### src/rtl/matmul_sequencer.sv
// Sequences C = A x B: walks (i, j, k) with k innermost, issues one A/B read per
// cycle and drives the MAC enable/first strobes and the result-memory write.
module matmul_sequencer #(
  parameter int DIM_W  = 4,
  parameter int ADDR_W = 8
) (
  input  logic              CLK,
  input  logic              RST_N,
  input  logic              start,
  input  logic              abort,
  input  logic [DIM_W-1:0]  r1,
  input  logic [DIM_W-1:0]  c1,
  input  logic [DIM_W-1:0]  r2,
  input  logic [DIM_W-1:0]  c2,
  output logic              rd_en,
  output logic [ADDR_W-1:0] a_addr,
  output logic [ADDR_W-1:0] b_addr,
  output logic              mac_en,
  output logic              mac_first,
  output logic              res_we,
  output logic [ADDR_W-1:0] res_addr,
  output logic              busy,
  output logic              done,
  output logic              err,
  output logic [1:0]        dbg_state
);

  typedef enum logic [1:0] {
    S_IDLE  = 2'd0,
    S_RUN   = 2'd1,
    S_DRAIN = 2'd2,
    S_DONE  = 2'd3
  } state_t;

  // All outputs are plain strobes (no handshake): the MAC and memories must
  // accept every cycle that rd_en / mac_en / res_we is high.
  typedef struct packed {
    state_t            state;
    logic [DIM_W-1:0]  r1;
    logic [DIM_W-1:0]  c1;
    logic [DIM_W-1:0]  c2;
    logic [DIM_W-1:0]  i;
    logic [DIM_W-1:0]  j;
    logic [DIM_W-1:0]  k;
    logic              drain;
    logic [ADDR_W-1:0] a_base;
    logic [ADDR_W-1:0] a_addr;
    logic [ADDR_W-1:0] b_addr;
    logic [ADDR_W-1:0] res_ptr;
    logic              rd_en;
    logic              mac_en;
    logic              mac_first;
    logic              s1_last;
    logic [ADDR_W-1:0] s1_addr;
    logic              res_we;
    logic [ADDR_W-1:0] res_addr;
    logic              busy;
    logic              done;
    logic              err;
  } regs_t;

  localparam logic [DIM_W-1:0]  ONE_D = DIM_W'(1);
  localparam logic [ADDR_W-1:0] ONE_A = ADDR_W'(1);

  regs_t regs_q, regs_d;

  logic [DIM_W-1:0]  r1_m1, c1_m1, c2_m1;
  logic [ADDR_W-1:0] c1_ext, c2_ext;
  logic              shape_bad;

  assign r1_m1     = regs_q.r1 - ONE_D;
  assign c1_m1     = regs_q.c1 - ONE_D;
  assign c2_m1     = regs_q.c2 - ONE_D;
  assign c1_ext    = ADDR_W'(regs_q.c1);
  assign c2_ext    = ADDR_W'(regs_q.c2);
  assign shape_bad = (c1 != r2) || (r1 == '0) || (c1 == '0) || (r2 == '0) || (c2 == '0);

  always_comb begin
    regs_d           = regs_q;
    regs_d.rd_en     = 1'b0;
    regs_d.done      = 1'b0;
    // Stage 1 tags each read; stage 2 writes the element after its last k term.
    regs_d.mac_en    = regs_q.rd_en;
    regs_d.mac_first = regs_q.rd_en && (regs_q.k == '0);
    regs_d.s1_last   = regs_q.rd_en && (regs_q.k == c1_m1);
    regs_d.s1_addr   = regs_q.res_ptr;
    regs_d.res_we    = regs_q.mac_en && regs_q.s1_last;
    regs_d.res_addr  = (regs_q.mac_en && regs_q.s1_last) ? regs_q.s1_addr : '0;

    case (regs_q.state)
      S_IDLE: begin
        if (start) begin
          regs_d.r1  = r1;
          regs_d.c1  = c1;
          regs_d.c2  = c2;
          regs_d.err = 1'b0;
          if (shape_bad) begin
            regs_d.err = 1'b1;
          end else begin
            regs_d.state   = S_RUN;
            regs_d.rd_en   = 1'b1;
            regs_d.busy    = 1'b1;
            regs_d.i       = '0;
            regs_d.j       = '0;
            regs_d.k       = '0;
            regs_d.a_base  = '0;
            regs_d.a_addr  = '0;
            regs_d.b_addr  = '0;
            regs_d.res_ptr = '0;
          end
        end
      end
      S_RUN: begin
        if (regs_q.k != c1_m1) begin
          regs_d.rd_en  = 1'b1;
          regs_d.k      = regs_q.k + ONE_D;
          regs_d.a_addr = regs_q.a_addr + ONE_A;
          regs_d.b_addr = regs_q.b_addr + c2_ext;
        end else if (regs_q.j != c2_m1) begin
          regs_d.rd_en   = 1'b1;
          regs_d.k       = '0;
          regs_d.j       = regs_q.j + ONE_D;
          regs_d.a_addr  = regs_q.a_base;
          regs_d.b_addr  = ADDR_W'(regs_q.j) + ONE_A;
          regs_d.res_ptr = regs_q.res_ptr + ONE_A;
        end else if (regs_q.i != r1_m1) begin
          regs_d.rd_en   = 1'b1;
          regs_d.k       = '0;
          regs_d.j       = '0;
          regs_d.i       = regs_q.i + ONE_D;
          regs_d.a_base  = regs_q.a_base + c1_ext;
          regs_d.a_addr  = regs_q.a_base + c1_ext;
          regs_d.b_addr  = '0;
          regs_d.res_ptr = regs_q.res_ptr + ONE_A;
        end else begin
          regs_d.state = S_DRAIN;
          regs_d.drain = 1'b0;
        end
      end
      S_DRAIN: begin
        if (regs_q.drain) begin
          regs_d.state = S_DONE;
          regs_d.drain = 1'b0;
          regs_d.busy  = 1'b0;
          regs_d.done  = 1'b1;
        end else begin
          regs_d.drain = 1'b1;
        end
      end
      default: begin
        regs_d.state = S_IDLE;
      end
    endcase

    if (abort) begin
      regs_d = '0;
    end
  end

  always_ff @(posedge CLK or negedge RST_N) begin
    if (!RST_N) begin
      regs_q <= '0;
    end else begin
      regs_q <= regs_d;
    end
  end

  assign rd_en     = regs_q.rd_en;
  assign a_addr    = regs_q.a_addr;
  assign b_addr    = regs_q.b_addr;
  assign mac_en    = regs_q.mac_en;
  assign mac_first = regs_q.mac_first;
  assign res_we    = regs_q.res_we;
  assign res_addr  = regs_q.res_addr;
  assign busy      = regs_q.busy;
  assign done      = regs_q.done;
  assign err       = regs_q.err;
  assign dbg_state = regs_q.state;

endmodule
### config.mk
export PLATFORM = sky130hd
export DESIGN_NAME = matmul_sequencer
export DESIGN_NICKNAME = d
export VERILOG_FILES = /design/src/rtl/matmul_sequencer.sv
export SDC_FILE = /design/constraint.sdc
export NUM_CORES = 1
export LEC_CHECK = 0
export BUFFER_PORTS_ARGS = -buffer_cell sky130_fd_sc_hd__buf_2
export CORE_ASPECT_RATIO = 1.75
export CORE_MARGIN = 5
export CORE_UTILIZATION = 50
export DETAILED_ROUTE_END_ITERATION = 12
export PLACE_DENSITY = 0.78
export SLEW_MARGIN = 20
export SYNTH_ARGS = -nofsm -noshare
export SYNTH_HDL_FRONTEND = slang
export SYNTH_SLANG_ARGS = --single-unit
### constraint.sdc
create_clock -name CLK -period 6.19 [get_ports CLK]
set_clock_uncertainty 0.15 [all_clocks]
set_input_delay 1.857 -clock CLK [delete_from_list [all_inputs] [get_ports CLK]]
set_output_delay 1.857 -clock CLK [all_outputs]
set_load 0.02 [all_outputs]
# Yosys cells after proc, flatten, opt, wreduce, memory -nomap -nowiden

Index checks and enable logic that the tools add are counted.

Reduce and logical (&&, ||, !) cells: 25
Shifts and indexed selects: 0
Equality and inequality tests: 16
Add/sub/neg operators: 11
Magnitude comparators: 0
Div/mod/pow operators: 0
Multipliers: 0
Bitwise operators: 0
Multiplexer cells: 38

Operators with widths:

| operator              | count |
|---|---|
| $mux W33              | 3 |
| $mux W83              | 1 |
| $pmux W33 S2          | 1 |
| $mux W12              | 3 |
| $mux W8               | 4 |
| $mux W26              | 1 |
| $mux W25              | 1 |
| $pmux W12 S2          | 1 |
| $ne A3 B3 Y1 const B  | 7 |
| $logic_not A4 Y1      | 5 |
| $mux W9               | 2 |
| $add A8 B1 Y8 const B | 2 |
| $add A8 B4 Y8         | 2 |
| $mux W16              | 1 |
| $ne A4 B4 Y1          | 4 |
| $add A4 B1 Y4 const B | 3 |
| $mux W2               | 6 |
| $reduce_and A4 Y1     | 3 |
| $reduce_and A6 Y1     | 2 |
| $sub A4 B1 Y4 const B | 3 |
| $mux W1               | 9 |
| $reduce_bool A3 Y1    | 3 |
| $mux W4               | 2 |
| $pmux W2 S3           | 1 |
| 13 further kinds      | 20 |

ROM bits: 0
Input port bits: 20
Bits in latches: 0
Output and inout port bits: 33
Register bits after elaboration: 83
Bits in writable memories: 0
Memories: 0

# Longest topological paths before layout

Gate-level depths: netlist (run 1).

Depth after elaboration: 9
Gate-level depth with buffers: 10

# Least setup slack after synthesis (run 1)

Ideal clock, no wire load.

Kind: input to register
Start point: in c1[2]
End point: reg regs_q[28] (netlist bit)
Buffers on the path: 2
Arrival: 3.331 ns
Required time: 5.945 ns
Setup slack: 2.613 ns
Cell stages on the path: 9
Cell sequence: or2_2 -> o21ai_0 -> nand4_1 -> nand2_1 -> buf_2 -> o21a_1 -> buf_2 -> nand2_1 -> o31ai_1

Longest elaborated chain between the ends: 7

RTL lines:

| element                              | RTL line | source |
|---|---|---|
| start, declared                      | 12       | `input logic [DIM_W-1:0] c1,` |
| $ne A4 B4 Y1                         | 76       | `assign shape_bad = (c1 != r2) \|\| (r1 == '0) \|\| (c1 == '0) \|\| (r2 == '0) \|\| (c2 == '0);` |
| $logic_or A1 B1 Y1                   | 76       |  |
| $logic_or A1 B1 Y1 (*) (3 in series) | 76       |  |
| $ne A3 B3 Y1 (no line) (*)           | -        |  |
| $reduce_and A5 Y1 (no line) (*)      | -        |  |
| end signal, assigned                 | 164      | `regs_q <= regs_d;` |
| end, declared                        | 65       | `regs_t regs_q, regs_d;` |

Mark *: on every way between the ends. The rest lies on a longest branch, timed or not.
A chain may end at the register's enable or synchronous reset.

# Worst setup path after layout (run 1)

Start point: in abort
End point: reg regs_q, in the netlist a_addr[2]

Longest elaborated chain between the ends: 2

RTL lines:

| element                                              | RTL line | source |
|---|---|---|
| start, declared                                      | 10       | `input logic abort,` |
| $ne A5 B5 Y1 (no line), or another cell as far along | -        |  |
| $reduce_and A4 Y1 (no line)                          | -        |  |

Several ways; a longest one is shown, not always the timed one.

==> results.cfg, run 1 <==
[worst_setup_path]
critPathCaptureType = flop
cp-start-kind = input pin
cp_data_required_time_ps = 6270
crit_arrival_ps = 4590
path_max_fanout = 29
crit_type = in -> reg

[timing]
fin_hold_ws_ps = 301.6
tns_ps = 0
finalCritPeriodShare_pct = 72.83
period_needed_ps = 4508
slew_headroom_pct = 25.39
tightest_slew_ps = 1119
max_freq_mhz = 221.8
rsz0062_at_grt = no
setup_viol = 0
slew_viol_final = 0
hold_viol = 0

[floorplanning]
num_io_pins = 53
start_util_pct = 51.05
die_area_um2 = 11740
die_h_um = 139.7
core_area_um2 = 9409
rows = 47
die_w_um = 84.09

[synthesis]
synth_nets = 552
async_flop_share_pct = 100.0
syn_inst = 510
ys_top_cells_by_area = dfrtp_1 43%, nand2_1 5.2%, ha_1 5.2%
syn_area_um2 = 4803
ys_ff_latch = 83
yosys_warnings = 0
yosysTopAreaCell = dfrtp_1
ys_seq_area_share_pct = 43.24
syn_avg_cell_area_um2 = 9.418
synth_edf_count = 0
synth_cell_type_count = 62
synth.top_cell.area_share_pct = 43.24
ys.flop_type = dfrtp_1

[cells_and_area]
n_antenna_cell = 0
finalNetCount = 570
fillers = 859
final_common_cell = dfrtp_1
drive_gt1_share_pct = 16.14
area_delta_synth_final_pct = 8.804
multiInputGateArea_um2 = 2349
final_cell_mix = 83 x dfrtp_1, 67 x nand2_1, 51 x buf_2
regArea_um2 = 2077
final_core_util_pct = 55.55

[placed_design]
place_congestion = 0.8834
io_buffers = 52
dp_hpwl_um = 8326

[global_route]
grt_pass1_wl_um = 18690
grt_max_degree = 84
antenna_found_initial = 0
grt-ovfl-total = 0
grt_pass1_vias = 3853
grt_util_all_layers_pct = 19.90

[route]
firstDrtPassIters = 4
via_count = 3793
drc_errors = 0
drt_iter0_drc = 207
wl_um = 11330
ant_nets = 0
wire_per_inst_um = 17.30
vias_per_cell = 5.791

[cts]
cts_setup_buffers = 0
cts_buffer_depth = 2
cts_tree = yes
numCtsBuffers = 9
cts_sinks = 83
cts-root-buf = clkbuf_16
cts.clk_slew.worst_paths_ps = 60
postCtsHoldBufs = 0
ctsResizeCount = 0
h-tree-depth = 3
clk_latency_ps = 350

[power_and_ir_drop]
cellLeakagePower_nw = 2.528
irDropWorstVdd_mv = 0.1610
powerDensity_nw_per_um2 = 273.9

[flow_run]
maxCapViolCount = 0

[run_status]
status = complete, no violations

[min_path]
min_path_type = reg -> reg
## synthesized netlist by cell type, types with 2 or more instances
cell / n
a21o_1: 4
a21oi_1: 23
a221o_1: 2
a221oi_1: 2
a22o_1: 5
a31oi_1: 3
a32o_1: 4
and2_1: 9
and3_1: 8
buf_2: 8
buf_4: 26
buf_6: 3
clkbuf_1: 10
dfrtp_1: 83
fa_1: 2
ha_1: 20
inv_1: 19
nand2_1: 67
nand2b_1: 2
nand3_1: 18
nand3b_1: 2
nand4_1: 10
nor2_1: 28
nor2_2: 2
nor2b_1: 12
nor3_1: 9
nor4_1: 3
o211ai_1: 4
o21a_1: 2
o21ai_0: 40
o21ai_1: 3
o22ai_1: 2
o31ai_1: 10
o31ai_2: 3
or2_2: 2
or4_1: 3
xnor2_1: 14
xnor3_1: 2
xor2_1: 18
## final timing paths
path	depth (start not counted)	slack, ps	startpoint	end
setup / recovery	7	1680	abort	a_addr[2]$_DFFE_PN0P_
hold / removal	1	300	regs_q[18]$_DFF_PN0_	res_addr[6]$_DFF_PN0_
setup reg to reg	8	2760	dbg_state[1]$_DFFE_PN0P_	regs_q[31]$_DFFE_PN0P_
hold reg to reg	1	300	regs_q[18]$_DFF_PN0_	res_addr[6]$_DFF_PN0_
max in group asynchronous	1	3960	RST_N	c2_ext[1]$_DFFE_PN0P_
min in group asynchronous	1	1380	RST_N	b_addr[6]$_DFFE_PN0P_
## worst max-delay path: stages
cell	delay, ps
buf_2	390
inv_1	200
nand2_1	460
nor3_1	260
a32oi_1	900
o21ai_0	260
a22o_1	250
## logic make-up after synthesis
logic type | synth area share (%)
and+or+nand+nor | 18.94
AOI/OAI and AO/OA | 16.93
DFF | 43.24
buffers and inverters | 7.867
xor gates and xnor gates | 6.773
adders and majority gates | 6.043
muxes | 0.2084
## where the power goes
part,internal [mW],leakage [nW],total (mW),switching (mW)
combinational,0.0988,1.24,0.289,0.190
sequential,0.569,1.15,0.603,0.0342
clock,0.315,0.136,0.539,0.225
total,0.983,2.53,1.43,0.449
## metal layers
layer | global-route usage, % | part of all wire, % | wire [um]
met5 | 0 | 0 | 0
met1 | 21.01 | 36 | 4039
met4 | 11.44 | 4.6 | 519
met3 | 4.376 | 4.0 | 458
met2 | 35.68 | 56 | 6315
## cell type report
class / instances / area share, %
inverters: 19 / 1.365
clock inverters: 5 / 1.197
multi-input cells: 361 / 44.94
flip-flops and latches: 83 / 39.74
clock buffers: 11 / 4.453
repair buffers: 54 / 5.387
well taps: 122 / 2.921
## flip-flops by register name (all words and copies together) (netlist names), 2 cells and up
signal / cells
a_addr: 8
b_addr: 8
c1_ext: 4
c2_ext: 4
dbg_state: 2
regs_q: 42
res_addr: 8
## per-stage QoR
stage / total power, mW / instance area (um2) / setup WS, ps / std cells
final: 1.432 / 5226 / 1682 / 655
after CTS: 1.436 / 5223 / 1723 / 655
after floorplan: 0.8214 / 4803 / 2613 / 510
after detailed placement: 0.9013 / 4927 / 1407 / 639
after global placement: 0.8856 / 4927 / 1555 / 639
after global routing: 1.494 / 5226 / 1418 / 655
No activity file was read; power rests on OpenSTA's default activity.
==> run 2, diff against run 1 <==
- ABC_AREA: not set -> 1
- PLACE_DENSITY: 0.78 -> 0.8
- clock period: 6.19 -> 3.7 ns (I/O delays scaled with it)
==> results.cfg, run 2 <==
[run_status]
status = complete, no violations

[timing]
slew_headroom_pct = 57.99
fin_hold_ws_ps = 318.9
setup_viol = 0
max_freq_mhz = 362.6
rsz0062_at_grt = no
slew_viol_final = 0
tightest_slew_ps = 630.2
tns_ps = 0
period_needed_ps = 2758
hold_viol = 0
finalCritPeriodShare_pct = 74.53

[floorplanning]
die_h_um = 148.9
num_io_pins = 53
die_w_um = 89.36
start_util_pct = 51.21
rows = 50
core_area_um2 = 10760
die_area_um2 = 13300

[route]
firstDrtPassIters = 5
drt_iter0_drc = 257
vias_per_cell = 5.293
wire_per_inst_um = 13.77
drc_errors = 0
ant_nets = 0
wl_um = 12620
via_count = 4854

[synthesis]
synth_edf_count = 0
ys.flop_type = dfrtp_1
ys_ff_latch = 83
yosysTopAreaCell = dfrtp_1
syn_avg_cell_area_um2 = 7.270
synth.top_cell.area_share_pct = 37.69
synth_nets = 800
syn_inst = 758
ys_seq_area_share_pct = 37.69
synth_cell_type_count = 40
syn_area_um2 = 5510
synth_most_common_cell = nand2_1
synth_common_cells = 249 x nand2_1, 86 x inv_1, 83 x dfrtp_1
ys_top_cells_by_area = dfrtp_1 38%, nand2_1 17%, inv_1 5.9%
yosys_warnings = 0
async_flop_share_pct = 100.0

[global_route]
grt_pass1_wl_um = 21360
grt-ovfl-total = 0
antenna_found_initial = 0
grt_max_degree = 84
grt_util_all_layers_pct = 20.41
grt_pass1_vias = 4756

[cts]
cts.clk_slew.worst_paths_ps = 70
postCtsHoldBufs = 0
ctsResizeCount = 0
cts_tree = yes
clk_latency_ps = 360
numCtsBuffers = 9
h-tree-depth = 3
cts-root-buf = clkbuf_16
cts_sinks = 83
cts_buffer_depth = 2
cts_setup_buffers = 0

[worst_setup_path]
crit_arrival_ps = 2860
reg2reg_slack_ps = 990
critPathCaptureType = flop
cp-start-kind = input pin
crit_type = in -> reg
path_max_fanout = 29
cp_data_required_time_ps = 3800

[cells_and_area]
drive_gt1_share_pct = 14.23
final_common_cell = nand2_1
multiInputGateArea_um2 = 2756
fillers = 1050
largest_reg_flops = 42
n_antenna_cell = 0
finalNetCount = 824
area_delta_synth_final_pct = 8.174
largest_register = regs_q
final_cell_mix = 249 x nand2_1, 86 x inv_1, 83 x dfrtp_1
regArea_um2 = 2077

[flow_run]
maxCapViolCount = 0

[placed_design]
io_buffers = 52
place_congestion = 0.8377
dp_hpwl_um = 9109

[power_and_ir_drop]
powerDensity_nw_per_um2 = 525.2
cellLeakagePower_nw = 3.129
irDropWorstVdd_mv = 0.4223

[min_path]
min_path_type = reg -> reg
run 2: worst paths after layout:
kind / startpoint / to / depth (start not counted)
max: abort / regs_q[50]$_DFFE_PN0P_ / 10
min reg2reg: regs_q[19]$_DFF_PN0_ / res_addr[7]$_DFF_PN0_ / 2
min in group asynchronous: RST_N / regs_q[67]$_DFFE_PN0P_ / 2
max reg2reg: c1_ext[1]$_DFFE_PN0P_ / regs_q[50]$_DFFE_PN0P_ / 11
min: regs_q[19]$_DFF_PN0_ / res_addr[7]$_DFF_PN0_ / 2
max in group asynchronous: RST_N / a_addr[0]$_DFFE_PN0P_ / 2
run 2: routing by layer:
layer	track usage, %	vias up	share of wire (%)
met5	0	-	0
met4	11.48	0	4.4
met3	3.648	50	4.9
met2	34.56	139	52
met1	23.57	2248	39
li1	-	2417	-
run 2: power breakdown:
part           internal, mW  total (mW)  switching [mW]
Clock                 0.475       0.896           0.421
Sequential             1.01        1.12           0.110
Combinational         0.331        1.11           0.781
Total                  1.82        3.13            1.31
run 2: logic make-up (layout without fill, tap and decap cells):
kind of cell | Yosys count | after routing | synth area share (%)
compound gates | 65 | 65 | 6.812
xor+xnor | 18 | 18 | 2.861
fa+ha+maj | 22 | 22 | 5.268
buf+inv | 139 | 168 | 12.28
flops | 83 | 83 | 37.69
simple gates | 431 | 431 | 35.08
run 2: cell type report:
cell class | instances | area share (%)
Clock buffer | 9 | 3.778
Inverter | 95 | 6.024
Multi-Input combinational cell | 536 | 46.24
Sequential cell | 83 | 34.84
Timing Repair Buffer | 57 | 5.248
Clock inverter | 7 | 1.134
Tap cell | 130 | 2.729
run 2: worst max-delay path, cell delays in order:
cell and delay [ps]:
buf_2 500, clkinv_1 190, nand2_1 120, a21oi_1 80, inv_1 80, nand2_1 110
nor2_4 360, inv_2 160, nand2_1 90, nand2_1 50
run 2: per-stage QoR:
stage	cells	worst slack (ps)	power [mW]	area (um2)	util (%)
after global placement	901	644.0	2.227	5668	52.67
after floorplan	758	1285	2.017	5510	-
after CTS	917	940.5	3.143	5961	55.40
after detailed placement	901	585.4	2.243	5668	52.67
after global routing	917	739.0	3.336	5961	55.40
final	917	942.2	3.131	5961	55.40
==> run 3, diff against run 2 <==
- PLACE_DENSITY: 0.8 -> 0.77
- clock period: 3.7 -> 2.59 ns (I/O delays scaled with it)
==> results.cfg, run 3 (synthesis gave the netlist of run 2 again) <==
[run_status]
status = complete, no violations

[timing]
setup_viol = 0
tns_ps = 0
max_freq_mhz = 433.8
hold_viol = 0
rsz0062_at_grt = no
slew_headroom_pct = 75.76
slew_viol_final = 0
period_needed_ps = 2305
tightest_slew_ps = 362.2
finalCritPeriodShare_pct = 89.01

[cts]
postCtsHoldBufs = 0
cts_sinks = 83
clk_latency_ps = 350
numCtsBuffers = 9
cts.clk_slew.worst_paths_ps = 70
h-tree-depth = 3
cts-root-buf = clkbuf_16
cts_buffer_depth = 2
cts_tree = yes

[worst_setup_path]
rr_startpoint = c2_ext[1]$_DFFE_PN0P_
rr_worst_depth = 13
crit_type = reg -> reg
crit_arrival_ps = 2390
cp_data_required_time_ps = 2670
path_max_fanout = 10
rr_endpoint = a_addr[6]$_DFFE_PN0P_
critPathCaptureType = flop
reg2reg_slack_ps = 280
cp-start-kind = flop

[cells_and_area]
largest_reg_flops = 42
final_cells = 929
largest_register = regs_q
area_delta_synth_final_pct = 10.04
final_cell_mix = 249 x nand2_1, 86 x inv_1, 83 x dfrtp_1
design_area_um2 = 6063
finalNetCount = 836
final_common_cell = nand2_1
drive_gt1_share_pct = 15.64
n_antenna_cell = 0

[placed_design]
io_buffers = 52
post-place-cells = 913
post_dp_cell_area_um2 = 5771
dp_hpwl_um = 9459
place_congestion = 0.8949

[global_route]
grt_pass1_vias = 4717
grt_use_met3_pct = 3.593
grt_util_met1_pct = 22.79
grt_pass1_wl_um = 21220
grtUsageMet2_pct = 36.08
grt-ovfl-total = 0
grt_util_all_layers_pct = 20.27
busiest_layer = met2
grt_max_degree = 45
antenna_found_initial = 0

[power_and_ir_drop]
irDropWorstVdd_mv = 0.6626
powerDensity_nw_per_um2 = 755.3
cellLeakagePower_nw = 3.189

[floorplanning]
start_util_pct = 51.21
die_w_um = 89.36
rows = 50
die_h_um = 148.9
core_area_um2 = 10760
num_io_pins = 53
die_area_um2 = 13300

[route]
vias_per_cell = 5.126
wl_um = 12430
ant_nets = 0
firstDrtPassIters = 4
drt_iter0_drc = 265
wire_per_inst_um = 13.38
via_count = 4762
drc_errors = 0

[flow_run]
maxCapViolCount = 0

[min_path]
min_path_type = in -> async
run 3: changes by cell type in the layout (fill, tap and decap cells not counted), sizes merged:
| cell | before | now |
|---|---|---|
| inv | 99 | 100 |
| clkinv | 2 | 1 |
| buf | 57 | 69 |
run 3: layout make-up:
cell class,count,area (um2)
timing repair buffer,69,415.4
sequential,83,2077
multi-input combinational,536,2759
inverter,95,359.1
tap,130,162.7
fill,1057,4697
clock buffer,9,225.2
clock inverter,7,65.06
run 3: metrics by stage:
step / total power [mW] / util (%) / setup slack, ps / hold WS, ps
after global placement: 3.288 / 53.63 / 178.4 / 303.0
after CTS: 4.596 / 56.33 / 180.0 / 169.2
after global routing: 4.884 / 56.35 / 99.70 / 186.0
after floorplan: 2.882 / - / 508.1 / 298.1
after detailed placement: 3.309 / 53.63 / 142.8 / 306.7
final: 4.579 / 56.35 / 284.6 / 161.5
run 3: power breakdown:
part	internal, mW	switching, mW
Sequential	1.45	0.150
Combinational	0.558	1.15
Clock	0.677	0.602
Total	2.68	1.90
run 3: worst max path at each step:
stage	from	endpoint	slack, ps	cells after the start
2_1_floorplan	c1[1]	regs_q[29]$_DFFE_PN0P_	510	9
3_3_place_gp	c1[1]	regs_q[27]$_DFFE_PN0P_	180	10
3_5_place_dp	c1[1]	regs_q[28]$_DFFE_PN0P_	140	10
4_1_cts	c1_ext[1]$_DFFE_PN0P_	regs_q[29]$_DFFE_PN0P_	180	10
5_1_grt	c2_ext[1]$_DFFE_PN0P_	a_addr[6]$_DFFE_PN0P_	100	13
6_report	c2_ext[1]$_DFFE_PN0P_	a_addr[6]$_DFFE_PN0P_	280	13
run 3: layer usage:
metal  vias to the layer above  part of all wire [%]  wire (um)
met5                         -                     0          0
li1                       2445                     -          -
met3                        32                   3.8        469
met2                       103                    53       6532
met4                         0                   3.0        378
met1                      2182                    41       5050
run 3: worst max-delay path: stages, from the launching register on:
cell	delay (ps)
dfrtp_1	390
inv_1	160
ha_1	290
inv_1	80
nand2_1	50
nand2_1	70
nand3_1	70
nor2_2	120
nand2_2	160
buf_4	230
nand2_1	60
nand2_1	50
nor2_1	190
o21ai_1	100
run 3: what timing repair did:
action / 4_1_cts / 5_1_grt
buffers inserted: 0 / 0
resized for setup: 0 / 1
setup endpoints to repair: 0 / 1
